`src/rtl/dmem_port_arbiter_if.sv`:
```
// Bus bundle for dmem_port_arbiter: two requester ports, the memory side and lock status.
// The slave modport is the arbiter; the master modport is whatever drives requests and models the RAM.
interface dmem_port_arbiter_if #(
  parameter int AW = 32,
  parameter int DW = 32
);
  logic          req0_i, we0_i;
  logic [AW-1:0] addr0_i;
  logic [DW-1:0] wdata0_i;
  logic          gnt0_o, stall0_o, rvalid0_o;
  logic [DW-1:0] rdata0_o;

  logic          req1_i, we1_i, lock1_i;
  logic [AW-1:0] addr1_i;
  logic [DW-1:0] wdata1_i;
  logic          gnt1_o, rvalid1_o;
  logic [DW-1:0] rdata1_o;

  logic          mem_en_o, mem_we_o;
  logic [AW-1:0] mem_addr_o;
  logic [DW-1:0] mem_wdata_o;
  logic [DW-1:0] mem_rdata_i;
  logic          locked_o;

  modport slave (
    input  req0_i, we0_i, addr0_i, wdata0_i,
    output gnt0_o, stall0_o, rvalid0_o, rdata0_o,
    input  req1_i, we1_i, lock1_i, addr1_i, wdata1_i,
    output gnt1_o, rvalid1_o, rdata1_o,
    output mem_en_o, mem_we_o, mem_addr_o, mem_wdata_o,
    input  mem_rdata_i,
    output locked_o
  );

  modport master (
    output req0_i, we0_i, addr0_i, wdata0_i,
    input  gnt0_o, stall0_o, rvalid0_o, rdata0_o,
    output req1_i, we1_i, lock1_i, addr1_i, wdata1_i,
    input  gnt1_o, rvalid1_o, rdata1_o,
    input  mem_en_o, mem_we_o, mem_addr_o, mem_wdata_o,
    output mem_rdata_i,
    input  locked_o
  );
endinterface

```
`src/rtl/dmem_port_arbiter.sv`:
```
// Single-port data memory arbiter: core (port 0) vs debug/loader (port 1) with bounded burst lock.
// Define DMEM_ARB_RR_EN for round-robin IDLE arbitration; default is fixed priority to port 0.
module dmem_port_arbiter #(
  parameter int AW       = 32,
  parameter int DW       = 32,
  parameter int MAX_LOCK = 16
) (
  input logic                clk_i,
  input logic                rst_ni,
  dmem_port_arbiter_if.slave bus
);
  typedef enum logic {IDLE = 1'b0, LOCK1 = 1'b1} state_t;
  localparam logic [7:0] MAX_CNT = 8'(MAX_LOCK);

  state_t     state_q, state_d;
  logic [7:0] lock_cnt_q, lock_cnt_d;
  logic       rel_q, rel_d;
  logic [1:0] rd_pend_q, rd_pend_d;
  logic       gnt0, gnt1;
`ifdef DMEM_ARB_RR_EN
  logic       last_q, last_d;  // 1: port 1 was granted most recently
`endif

  always_comb begin
    gnt0       = 1'b0;
    gnt1       = 1'b0;
    state_d    = state_q;
    lock_cnt_d = lock_cnt_q;
    rel_d      = 1'b0;
`ifdef DMEM_ARB_RR_EN
    last_d     = last_q;
`endif
    if (state_q == LOCK1) begin
      gnt1 = bus.req1_i;
      gnt0 = bus.req0_i & ~bus.req1_i;
    end else if (rel_q) begin
      // forced release: port 1 masked for one cycle so the core gets through
      gnt0 = bus.req0_i;
    end else begin
`ifdef DMEM_ARB_RR_EN
      if (bus.req0_i && bus.req1_i) begin
        gnt0 = last_q;
        gnt1 = ~last_q;
      end else begin
        gnt0 = bus.req0_i;
        gnt1 = bus.req1_i;
      end
`else
      gnt0 = bus.req0_i;
      gnt1 = bus.req1_i & ~bus.req0_i;
`endif
    end
    // grants are combinational, so hold them low while reset is asserted
    if (!rst_ni) begin
      gnt0 = 1'b0;
      gnt1 = 1'b0;
    end

    case (state_q)
      IDLE: begin
        if (gnt1 && bus.lock1_i) begin
          state_d    = LOCK1;
          lock_cnt_d = 8'd1;
        end
      end
      LOCK1: begin
        if (gnt1 && (lock_cnt_q + 8'd1 >= MAX_CNT)) begin
          state_d    = IDLE;
          lock_cnt_d = 8'd0;
          rel_d      = 1'b1;
        end else if (!bus.lock1_i) begin
          state_d    = IDLE;
          lock_cnt_d = 8'd0;
        end else if (gnt1 && lock_cnt_q != MAX_CNT) begin
          lock_cnt_d = lock_cnt_q + 8'd1;
        end
      end
      default: state_d = IDLE;
    endcase

`ifdef DMEM_ARB_RR_EN
    if (gnt0) last_d = 1'b0;
    if (gnt1) last_d = 1'b1;
`endif
    rd_pend_d = {gnt1 & ~bus.we1_i, gnt0 & ~bus.we0_i};
  end

  always_ff @(posedge clk_i or negedge rst_ni) begin
    if (!rst_ni) begin
      state_q    <= IDLE;
      lock_cnt_q <= 8'd0;
      rel_q      <= 1'b0;
      rd_pend_q  <= 2'b00;
`ifdef DMEM_ARB_RR_EN
      last_q     <= 1'b1;
`endif
    end else begin
      state_q    <= state_d;
      lock_cnt_q <= lock_cnt_d;
      rel_q      <= rel_d;
      rd_pend_q  <= rd_pend_d;
`ifdef DMEM_ARB_RR_EN
      last_q     <= last_d;
`endif
    end
  end

  assign bus.gnt0_o      = gnt0;
  assign bus.gnt1_o      = gnt1;
  assign bus.stall0_o    = bus.req0_i & ~gnt0 & rst_ni;
  assign bus.locked_o    = (state_q == LOCK1);

  assign bus.mem_en_o    = gnt0 | gnt1;
  assign bus.mem_we_o    = gnt0 ? bus.we0_i    : (gnt1 ? bus.we1_i    : 1'b0);
  assign bus.mem_addr_o  = gnt0 ? bus.addr0_i  : (gnt1 ? bus.addr1_i  : {AW{1'b0}});
  assign bus.mem_wdata_o = gnt0 ? bus.wdata0_i : (gnt1 ? bus.wdata1_i : {DW{1'b0}});

  assign bus.rvalid0_o   = rd_pend_q[0];
  assign bus.rvalid1_o   = rd_pend_q[1];
  assign bus.rdata0_o    = rd_pend_q[0] ? bus.mem_rdata_i : {DW{1'b0}};
  assign bus.rdata1_o    = rd_pend_q[1] ? bus.mem_rdata_i : {DW{1'b0}};
endmodule

```
`src/flat_wrapper.sv`:
```
// flat-port wrapper written by rule: the top's interface ports become plain ports
module dmem_port_arbiter_flat 
#(
  parameter int AW       = 32,
  parameter int DW       = 32,
  parameter int MAX_LOCK = 16
)
  (clk_i, rst_ni, bus_req0_i, bus_we0_i, bus_addr0_i, bus_wdata0_i, bus_gnt0_o, bus_stall0_o, bus_rvalid0_o, bus_rdata0_o, bus_req1_i, bus_we1_i, bus_lock1_i, bus_addr1_i, bus_wdata1_i, bus_gnt1_o, bus_rvalid1_o, bus_rdata1_o, bus_mem_en_o, bus_mem_we_o, bus_mem_addr_o, bus_mem_wdata_o, bus_mem_rdata_i, bus_locked_o);
  dmem_port_arbiter_if #(.AW(AW), .DW(DW)) bus_i ();
  input logic clk_i;
  input logic rst_ni;
  input wire logic [$bits(bus_i.req0_i)-1:0] bus_req0_i;
  input wire logic [$bits(bus_i.we0_i)-1:0] bus_we0_i;
  input wire logic [$bits(bus_i.addr0_i)-1:0] bus_addr0_i;
  input wire logic [$bits(bus_i.wdata0_i)-1:0] bus_wdata0_i;
  output wire logic [$bits(bus_i.gnt0_o)-1:0] bus_gnt0_o;
  output wire logic [$bits(bus_i.stall0_o)-1:0] bus_stall0_o;
  output wire logic [$bits(bus_i.rvalid0_o)-1:0] bus_rvalid0_o;
  output wire logic [$bits(bus_i.rdata0_o)-1:0] bus_rdata0_o;
  input wire logic [$bits(bus_i.req1_i)-1:0] bus_req1_i;
  input wire logic [$bits(bus_i.we1_i)-1:0] bus_we1_i;
  input wire logic [$bits(bus_i.lock1_i)-1:0] bus_lock1_i;
  input wire logic [$bits(bus_i.addr1_i)-1:0] bus_addr1_i;
  input wire logic [$bits(bus_i.wdata1_i)-1:0] bus_wdata1_i;
  output wire logic [$bits(bus_i.gnt1_o)-1:0] bus_gnt1_o;
  output wire logic [$bits(bus_i.rvalid1_o)-1:0] bus_rvalid1_o;
  output wire logic [$bits(bus_i.rdata1_o)-1:0] bus_rdata1_o;
  output wire logic [$bits(bus_i.mem_en_o)-1:0] bus_mem_en_o;
  output wire logic [$bits(bus_i.mem_we_o)-1:0] bus_mem_we_o;
  output wire logic [$bits(bus_i.mem_addr_o)-1:0] bus_mem_addr_o;
  output wire logic [$bits(bus_i.mem_wdata_o)-1:0] bus_mem_wdata_o;
  input wire logic [$bits(bus_i.mem_rdata_i)-1:0] bus_mem_rdata_i;
  output wire logic [$bits(bus_i.locked_o)-1:0] bus_locked_o;
  assign bus_i.req0_i = bus_req0_i;
  assign bus_i.we0_i = bus_we0_i;
  assign bus_i.addr0_i = bus_addr0_i;
  assign bus_i.wdata0_i = bus_wdata0_i;
  assign bus_gnt0_o = bus_i.gnt0_o;
  assign bus_stall0_o = bus_i.stall0_o;
  assign bus_rvalid0_o = bus_i.rvalid0_o;
  assign bus_rdata0_o = bus_i.rdata0_o;
  assign bus_i.req1_i = bus_req1_i;
  assign bus_i.we1_i = bus_we1_i;
  assign bus_i.lock1_i = bus_lock1_i;
  assign bus_i.addr1_i = bus_addr1_i;
  assign bus_i.wdata1_i = bus_wdata1_i;
  assign bus_gnt1_o = bus_i.gnt1_o;
  assign bus_rvalid1_o = bus_i.rvalid1_o;
  assign bus_rdata1_o = bus_i.rdata1_o;
  assign bus_mem_en_o = bus_i.mem_en_o;
  assign bus_mem_we_o = bus_i.mem_we_o;
  assign bus_mem_addr_o = bus_i.mem_addr_o;
  assign bus_mem_wdata_o = bus_i.mem_wdata_o;
  assign bus_i.mem_rdata_i = bus_mem_rdata_i;
  assign bus_locked_o = bus_i.locked_o;
  dmem_port_arbiter #(.AW(AW), .DW(DW), .MAX_LOCK(MAX_LOCK)) u_core (.clk_i(clk_i), .rst_ni(rst_ni), .bus(bus_i));
endmodule
```
`config.mk`:
```
export PLATFORM = sky130hd
export DESIGN_NAME = dmem_port_arbiter_flat
export DESIGN_NICKNAME = d
export VERILOG_FILES = /design/src/rtl/dmem_port_arbiter_if.sv /design/src/rtl/dmem_port_arbiter.sv /design/src/flat_wrapper.sv
export SDC_FILE = /design/constraint.sdc
export NUM_CORES = 1
export LEC_CHECK = 0
export CAP_MARGIN = 30
export CORE_AREA = 2 2 116 118
export CTS_CLUSTER_SIZE = 30
export DETAILED_ROUTE_END_ITERATION = 8
export DIE_AREA = 0 0 118 120
export GPL_ROUTABILITY_DRIVEN = 0
export PLACE_DENSITY_LB_ADDON = 0.1
export SETUP_SLACK_MARGIN = 0.3
export SYNTH_ARGS = -nofsm -noshare
export SYNTH_HDL_FRONTEND = slang
export SYNTH_SLANG_ARGS = --single-unit
```
`constraint.sdc`:
```
create_clock -name clk_i -period 1.7 [get_ports clk_i]
set_input_delay 0.17 -clock clk_i [delete_from_list [all_inputs] [get_ports clk_i]]
set_output_delay 0.17 -clock clk_i [all_outputs]
set_load 0.02 [all_outputs]
```
==> impl_metrics.csv <==
group,metric,value,unit
synthesis,synth_top_area_share,32.6,%
routing,drt-initial-drc-count,54,
routing,drc_errors,0,
routing,postRouteWirelength,12200,µm
layout,multi_input_area,1500,µm²
timing,hold_viol,0,
power_and_ir_drop,power_frac_comb,62.6,%
synthesis,netlist_area,1740,µm²
layout,seqCellArea,305,µm²
outcome,run_status,"finished with violations",
run,drv_cap,0,
synthesis,yosysWarningCount,0,
timing,hold_ws,0.0568,ns
placed_design,portBuffers,302,
routing,via_count,3107,
timing,final_max_slew_viol_count,0,
layout,nets,716,
critical_path,arrival,1.65,ns
timing,relSlewSlack,78.4,%
timing,post-route-min-period,1.82,ns
hold_path,hp-class,"input pin to asynchronous set/reset pin",
routing,dr.pass1.iters,4,
synthesis,yosysSeqAreaShare,17.2,%
floorplan,start_util,13.4,%
routing,via_per_inst,4.30,
timing,setup-violations-final,68,
grt,antenna_found_initial,1,
clock_tree,worstSkewPairLatency,0.24,ns
critical_path,worst_setup_path_start_kind,"flop",
power_and_ir_drop,p_sw,0.000682,W
grt,overflow,0,
power_and_ir_drop,power_leakage,2.56,nW
synthesis,yosys-top-cells-area,"a22o_1 33%, and2_1 25%, dfrtp_1 17%",
clock_tree,cts_made_buffers,3,
synthesis,postSynthNetCount,388,
timing,worst_pin_slew,0.323,ns
layout,nFillCells,1372,
power_and_ir_drop,seqPwrFrac,15.0,%
critical_path,end_kind,"output pin",
synthesis,synth_seq_cells,12,
clock_tree,cts_max_level,1,
grt,track_usage,15.5,%
timing,rsz0062_at_grt,"yes",
floorplan,die_y,120,µm
floorplan,num_rows,42,
power_and_ir_drop,power_density,395,nW/µm²
routing,ant_nets,0,
power_and_ir_drop,power_frac_clock,22.4,%
critical_path,r2r_cells,7,
grt,grt_pass1_vias,3179,
critical_path,reg2reg_from,"u_core.rel_q",
critical_path,crit_start,"u_core.bus.locked_o",
synthesis,avgSynthCellArea,7.96,µm²
outcome,violations,"setup timing",
grt,grt_max_degree,34,
synthesis,yosysUniqueCellTypes,33,
power_and_ir_drop,vdd_drop_max,248,µV
synthesis,synth_cells,219,
timing,post-route-period-util,107,%
routing,wl_per_cell,16.9,µm
critical_path,rrSetupSlack,-0.08,ns
timing,fmax,0.551,GHz
clock_tree,clk_pin_slew_worst_paths,0.04,ns
critical_path,cp_max_fo,10,
placed_design,dp_hpwl,9370,µm
synthesis,yosysTopAreaCell,"a22o_1",
clock_tree,cts_hold_buf,0,
timing,final.setup_skew,0.00184,ns
critical_path,r2r_end,"u_core.lock_cnt_q[0]",
synthesis,async_reset_ff_share,100,%
floorplan,ios,303,
floorplan,die-area,14200,µm²
floorplan,die_x,118,µm
synthesis,synth_edf_count,0,
clock_tree,cts_tree,"built",
clock_tree,cts_root_buf,"clkbuf_16",
timing,fin_ws,-0.115,ns
synthesis,synth_flop_cell,"dfrtp_1",
clock_tree,cts_buffer_depth,2,
power_and_ir_drop,p_int,0.00147,W
clock_tree,cts_sinks,12,
power_and_ir_drop,power,0.00215,W
floorplan,coreArea,13000,µm²
critical_path,critPathKind,"flop to output pin",
layout,syn2layout_area_growth,212,%
critical_path,critPathRequiredTime,1.53,ns
power_and_ir_drop,swShare,31.8,%
layout,layout-drive-gt1-share,39.0,%
grt,grt_pass1_wl,17300,µm
## logic make-up (layout without fill, tap and decap cells)
kind of cell,count (synthesis),in the layout,share of synthesized area (%)
AOI/OAI and AO/OA,82,82,40.3
adders and majority gates,2,2,1.43
buffers and inverters,25,351,6.46
DFF,12,12,17.2
muxes,1,1,0.646
other,0,1,0
and+or+nand+nor,97,98,33.9
## what timing repair did
item                                    CTS  global route
cloned                                    3             4
endpoints found under the setup margin  142           135
setup buffers                            11             1
gates resized for setup                 623            73
pin swaps                                38            11
## worst max-delay path: stages, from the launching register on
cell      delay [ns]
dfrtp_2         0.40
o21bai_4        0.18
and2_4          0.18
buf_6           0.14
buf_6           0.13
a22o_1          0.23
buf_6           0.14
## per-layer routing
| metal | track usage, % | part of all wire (%) | vias up |
|---|---|---|---|
| li1 | - | - | 1483 |
| met2 | 31.8 | 55 | 189 |
| met4 | 4.29 | 1.6 | 0 |
| met5 | 0 | 0 | - |
| met1 | 14.1 | 33 | 1423 |
| met3 | 5.37 | 9.8 | 12 |
## sequential cells by signal, summed over array words and instances (netlist names)
name	count
u_core.lock_cnt_q	8
u_core.bus.locked_o	1
u_core.rel_q	1
u_core.rd_pend_q	2
## stage by stage
stage	cells	instance area [µm²]	utilization, %	setup TNS, ns	setup slack [ns]
floorplan	219	1850	-	0	0.0536
global placement	699	5210	40.2	-36.22	-0.567
detailed placement	699	5210	40.2	-37.67	-0.604
CTS	717	5620	43.3	-6.07	-0.150
global route	723	5450	42.0	-7.58	-0.160
finish	723	5450	42.0	-3.97	-0.115
## cells in the final DEF (no fill, tap or decap), types with 7 or more instances in the layout
master           instances
a22o_1                  55
a22o_4                  10
and2_1                  68
buf_12                   7
buf_2                   63
buf_4                   20
buf_6                   78
clkdlybuf4s50_1        163
dfrtp_1                  8
## worst max path at each step
| stage | endpoint | slack (ns) | cells after the start |
|---|---|---|---|
| final | bus_mem_addr_o[31] | -0.12 | 6 |
| after global routing | bus_mem_addr_o[31] | -0.16 | 6 |
| after CTS | bus_mem_wdata_o[1] | -0.15 | 6 |
| after detailed placement | bus_mem_addr_o[15] | -0.60 | 6 |
| after global placement | bus_mem_addr_o[15] | -0.57 | 6 |
| after floorplan | bus_mem_addr_o[0] | 0.05 | 6 |
## synthesized netlist by cell type (all sizes together), types with 2 or more instances
library cell,count
a21oi,4
nor2b,3
nand3,3
clkbuf,10
nor2,2
o21ai,2
dfrtp,12
buf,13
nand4,4
a22o,65
ha,2
o211ai,2
and2,72
o31ai,2
nand3b,2
nand2,5
inv,2
and3,2
## power by group through the flow
stage / logic, W / registers, W / clock network [W]
after detailed placement: 0.00123 / 0.000327 / 0
after floorplan: 0.000445 / 0.000323 / 0
after global placement: 0.00123 / 0.000326 / 0
final: 0.00135 / 0.000321 / 0.000483
after CTS: 0.00133 / 0.000321 / 0.000494
after global routing: 0.00143 / 0.000322 / 0.000519
## layout make-up
type                    count  share of cell area [%]
multi-input cells         183                    27.5
inverters                   2                   0.138
flip-flops and latches     12                    5.60
well taps                 176                    4.04
repair buffers            345                    61.0
clock buffers               4                    1.63
diodes                      1                  0.0459
(Power assumes the default switching activity.)
